<file path="src/rtl/pipe_hazard_ctrl_pkg.sv">
// Shared types for the pipeline hazard controller: scoreboard entry layout,
// the pipeline-control bundle and its all-zero NOP value.
package pipe_hazard_ctrl_pkg;

    localparam int REG_W_DEF = 4;
    // Scoreboard dest field is sized for the widest supported specifier; narrower
    // specifiers are zero-extended so every entry compares full-width.
    localparam int REG_W_MAX = 8;

    typedef struct packed {
        logic                 vld;
        logic [REG_W_MAX-1:0] dest;
        logic                 is_ld;
    } sb_entry_t;

    typedef struct packed {
        logic stall_if;
        logic bubble_id;
        logic flush_if;
        logic freeze_all;
    } ctrl_t;

    localparam ctrl_t CTRL_NOP = '0;

endpackage

</file>
<file path="src/rtl/hazard_sb_entry_cmp.sv">
// Compares one scoreboard entry against the source operands of the ID instruction.
module hazard_sb_entry_cmp
    import pipe_hazard_ctrl_pkg::*;
#(
    parameter int REG_W = REG_W_DEF
) (
    input  logic                 ent_vld,
    input  logic [REG_W_MAX-1:0] ent_dest,
    input  logic [REG_W-1:0]     id_rn,
    input  logic                 id_rn_used,
    input  logic [REG_W-1:0]     id_src2,
    input  logic                 id_two_src,
    output logic                 match
);

    logic [REG_W_MAX-1:0] rn_ext;
    logic [REG_W_MAX-1:0] src2_ext;

    always_comb begin
        rn_ext                = '0;
        rn_ext[REG_W-1:0]     = id_rn;
        src2_ext              = '0;
        src2_ext[REG_W-1:0]   = id_src2;
        match = ent_vld && ((id_rn_used && (ent_dest == rn_ext)) ||
                            (id_two_src && (ent_dest == src2_ext)));
    end

endmodule

</file>
<file path="src/rtl/pipe_hazard_ctrl.sv">
// Pipeline control for the 5-stage core: scoreboard of in-flight destinations,
// IF/ID stall, ID/EXE bubble, branch flush, memory freeze and a stall counter.
module pipe_hazard_ctrl
    import pipe_hazard_ctrl_pkg::*;
#(
    parameter int REG_W  = REG_W_DEF,
    parameter int DEPTH  = 2,
    parameter int FWD_EN = 0,
    parameter int CNT_W  = 16
) (
    input  logic             clk,
    input  logic             rst,
    input  logic             id_valid,
    input  logic [REG_W-1:0] id_rn,
    input  logic             id_rn_used,
    input  logic [REG_W-1:0] id_src2,
    input  logic             id_two_src,
    input  logic             id_wb_en,
    input  logic             id_mem_r_en,
    input  logic [REG_W-1:0] id_dest,
    input  logic             exe_br_taken,
    input  logic             mem_busy,
    output logic             stall_if,
    output logic             bubble_id,
    output logic             flush_if,
    output logic             freeze_all,
    output logic [CNT_W-1:0] stall_cnt
);

    sb_entry_t [DEPTH-1:0] sb_q, sb_d;
    logic [CNT_W-1:0]      stall_cnt_q, stall_cnt_d;
    logic [DEPTH-1:0]      match;
    logic                  hazard;
    logic                  issue;
    logic                  cnt_inc;
    ctrl_t                 ctrl;

    for (genvar k = 0; k < DEPTH; k++) begin : g_cmp
        hazard_sb_entry_cmp #(.REG_W(REG_W)) u_cmp (
            .ent_vld    (sb_q[k].vld),
            .ent_dest   (sb_q[k].dest),
            .id_rn      (id_rn),
            .id_rn_used (id_rn_used),
            .id_src2    (id_src2),
            .id_two_src (id_two_src),
            .match      (match[k])
        );
    end

    // With forwarding only a load sitting in EXE cannot be bypassed in time.
    always_comb begin
        hazard = 1'b0;
        if (FWD_EN == 0) begin
            hazard = id_valid && (|match);
        end else begin
            hazard = id_valid && match[0] && sb_q[0].is_ld;
        end
    end

    always_comb begin
        ctrl    = CTRL_NOP;
        cnt_inc = 1'b0;
        if (rst) begin
            ctrl = CTRL_NOP;
        end else if (mem_busy) begin
            ctrl.freeze_all = 1'b1;
            ctrl.stall_if   = 1'b1;
        end else if (exe_br_taken) begin
            ctrl.flush_if  = 1'b1;
            ctrl.bubble_id = 1'b1;
        end else if (hazard) begin
            ctrl.stall_if  = 1'b1;
            ctrl.bubble_id = 1'b1;
            cnt_inc        = 1'b1;
        end
    end

    assign issue = id_valid && !ctrl.bubble_id;

    always_comb begin
        sb_d        = sb_q;
        stall_cnt_d = stall_cnt_q;
        if (!ctrl.freeze_all) begin
            for (int k = 1; k < DEPTH; k++) begin
                sb_d[k] = sb_q[k-1];
            end
            sb_d[0] = '0;
            if (issue) begin
                sb_d[0].vld              = id_wb_en;
                sb_d[0].dest[REG_W-1:0]  = id_dest;
                sb_d[0].is_ld            = id_mem_r_en;
            end
        end
        if (cnt_inc && (stall_cnt_q != '1)) begin
            stall_cnt_d = stall_cnt_q + CNT_W'(1);
        end
    end

    always_ff @(posedge clk) begin
        if (rst) begin
            sb_q        <= '0;
            stall_cnt_q <= '0;
        end else begin
            sb_q        <= sb_d;
            stall_cnt_q <= stall_cnt_d;
        end
    end

    assign stall_if   = ctrl.stall_if;
    assign bubble_id  = ctrl.bubble_id;
    assign flush_if   = ctrl.flush_if;
    assign freeze_all = ctrl.freeze_all;
    assign stall_cnt  = stall_cnt_q;

endmodule

</file>
<file path="config.mk">
export PLATFORM = sky130hd
export DESIGN_NAME = pipe_hazard_ctrl
export DESIGN_NICKNAME = d
export VERILOG_FILES = /design/src/rtl/pipe_hazard_ctrl_pkg.sv /design/src/rtl/hazard_sb_entry_cmp.sv /design/src/rtl/pipe_hazard_ctrl.sv
export SDC_FILE = /design/constraint.sdc
export NUM_CORES = 1
export LEC_CHECK = 0
export ABC_AREA = 1
export BUFFER_PORTS_ARGS = -buffer_cell sky130_fd_sc_hd__buf_4
export CAP_MARGIN = 10
export CORE_MARGIN = 2
export CORE_UTILIZATION = 30
export DETAILED_ROUTE_END_ITERATION = 10
export PLACE_DENSITY = 0.57
export SYNTH_ARGS = -nofsm -noshare
export SYNTH_HDL_FRONTEND = slang
export SYNTH_SLANG_ARGS = --single-unit
</file>
<file path="constraint.sdc">
create_clock -name clk -period 3.9 [get_ports clk]
set_input_delay 0.78 -clock clk [delete_from_list [all_inputs] [get_ports clk]]
set_output_delay 0.78 -clock clk [all_outputs]
set_load 0.01 [all_outputs]
</file>
==> metrics.cfg <==
[pwr]
pwr-share-comb_pct=12.4
power_frac_clock_pct=31.6
p_seq_share_pct=56.0
p_leak_uw=0.0008246
power_switching_uw=118.7
ir_worst_vdd_v=0.0001443
report.power.total_uw=483.9
internal_power_uw=365.2
pwr_density_cell_mw_per_mm2=259.0
switching_share_pct=24.53

[grt]
grt_max_degree=22
grt_pass1_wl_mm=5.658
grt_util_all_layers_pct=12.89
grt_overflow=0
antenna_found_initial=0
grt_pass1_vias=1332

[layout]
area_delta_synth_final_pct=26.42
fin_nets=295
layout_common_cells=nand2_1 (66), nor2_1 (40), buf_4 (39), dfxtp_1 (26), inv_1 (23)
postLayoutCellArea_mm2=0.001868
diodes=0
nFillCells=523
final_common_cell=nand2_1
drive_above_1_share_pct=21.03
final_cell_count_no_fill=338

[setup_path]
path_max_fanout=8
required_ns=3.12
worstPathCellList=buf_4, nor2_2, inv_1, nor2_1, inv_1, nand2_1, buf_4
cp_num_buf_inv=4
start_kind=input pin
critical_path_class=input pin to output port
critPathSlowestCell=nor2_2
critical_path.endpoint_type=output port
crit_family=simple AND/OR/NAND/NOR gates
arrival_ns=1.89
critical_path.max_stage_delay_ns=0.34

[sta]
finalClockSkew_ns=0.004970
rsz0062_at_grt=false
min_period_ns=2.668
hold_viol_final=0
worstMarginPinSlew_ns=0.5016
tns_ns=0
min_period_over_period_pct=68.40
timing.slew.headroom_pct=66.53
final_max_slew_viol_count=0
clock.fmax_mhz=374.9
setup_violations=0

[yosys]
synth_seq_cells=26
yosysSeqAreaShare_pct=35.22
netlist_area_mm2=0.001478
synthCells=232
async_flop_share_pct=0
yosysWarnings=0
synth_cell_types=26
syn_area_per_cell_um2=6.369
synth_edf_count=0
synthesis.nets=254
ys.flop_type=dfxtp_1

[place]
place.port_buffers=39
dp_hpwl_mm=2.663
dpl-instance-area_mm2=0.001827
finalWeightedCongestion=0.8032
placed_cells=335

[routing]
wl_mm=3.482
drc=0
dr.pass1.iters=6
vias=1555
drt-initial-drc-count=52
ant_nets=0
viasPerCell=4.601
post_drt_wl_per_cell_um=10.30

[floorplanning]
num_rows=25
io_pins=41
die_area_mm2=0.005503
initial_utilization_pct=31.28
dieHeight_um=74.18
core_area_mm2=0.004723
fp.dieW_um=74.18

[cts]
clock_latency_ns=0.27
cts_resized=0
cts_buffers=3
clk_pin_slew_ns=0.09
clockBufferDepth=2
cts_sinks=26
post_cts_buffers=0
cts_tree=built
htree_levels=1
cts_root_buf=clkbuf_8
postCtsHoldBufs=0

[status]
status=finished, final reports clean

[run]
maxCapViolations=0

[worst_hold_path]
hold_path.class=register to register

## registers in the layout, indices dropped and copies added (netlist names)
name       flops
stall_cnt     16
sb_q          10
## power groups by stage
stage          Combinational [uW]  Sequential [uW]  Clock, uW
6_report                     60.0              271        153
3_5_place_dp                 60.2              277          0
4_1_cts                      60.4              271        157
5_1_grt                      68.0              272        163
3_3_place_gp                 60.1              277          0
2_1_floorplan                32.6              277          0
## synthesized netlist by cell type, types with 2 or more instances
| library cell | number | area [um^2] |
|---|---|---|
| nor3_1 | 2 | 10.01 |
| dfxtp_1 | 26 | 520.5 |
| o21bai_1 | 2 | 15.01 |
| nand4_1 | 2 | 12.51 |
| nand3_1 | 21 | 105.1 |
| inv_2 | 6 | 22.52 |
| o21ai_0 | 5 | 25.02 |
| xnor2_1 | 3 | 26.28 |
| inv_1 | 23 | 86.33 |
| buf_6 | 2 | 22.52 |
| o22ai_1 | 8 | 50.05 |
| nand2_2 | 2 | 12.51 |
| nor3_2 | 3 | 30.03 |
| a21oi_1 | 11 | 55.05 |
| nor2_1 | 40 | 150.1 |
| nand2_1 | 66 | 247.7 |
## worst paths after layout
check,start,endpoint,slack (ns),cells past startpoint
max,rst,bubble_id,1.23,7
min,sb_q[19],sb_q[19],0.47,2
max reg2reg,stall_cnt[0],stall_cnt[8],2.05,10
min reg2reg,sb_q[19],sb_q[19],0.47,2
## cells by family after synthesis
logic type	Yosys count	share of synthesized area [%]
AND/OR/NAND/NOR	141	42.08
buffers and inverters	34	9.906
AO/OA/AOI/OAI	27	10.16
flip-flops	26	35.22
XOR/XNOR	3	1.778
adder cells (fa/ha/maj)	1	0.8466
## cell type report
type	count	area (um^2)	share of cell area, %
clock buffers	3	41.29	2.210
flip-flops and latches	26	520.5	27.86
multi-input cells	172	810.8	43.40
inverters	31	118.9	6.363
repair buffers	39	292.8	15.67
well taps	67	83.83	4.488
## worst reg2reg max path: stages, from the launching register on
cell and delay [ns]:
dfxtp_1 0.39, ha_1 0.21, nand2_1 0.12, nor3_2 0.27, nand4_1 0.13, nand2_1 0.09
inv_2 0.04, nand4_4 0.15, inv_4 0.13, a21oi_1 0.15, nor2_1 0.06
## per-layer routing
layer  part of all wire (%)  GRT usage [%]  vias to the layer above
met1                     47          16.75                      692
met3                    6.3          2.575                        4
li1                       -              -                      820
met4                   0.92          3.030                        0
met2                     46          22.02                       39
met5                      0              0                        -
## per-stage QoR
stage | setup slack, ns | utilization [%] | hold WS [ns]
floorplan | 1.514 | - | 0.4286
global placement | 1.205 | 38.68 | 0.4435
detailed placement | 1.217 | 38.68 | 0.4508
CTS | 1.208 | 39.55 | 0.4734
global route | 1.055 | 39.55 | 0.5228
finish | 1.232 | 39.55 | 0.4693
Note: power is estimated with default switching activity, not from simulation.
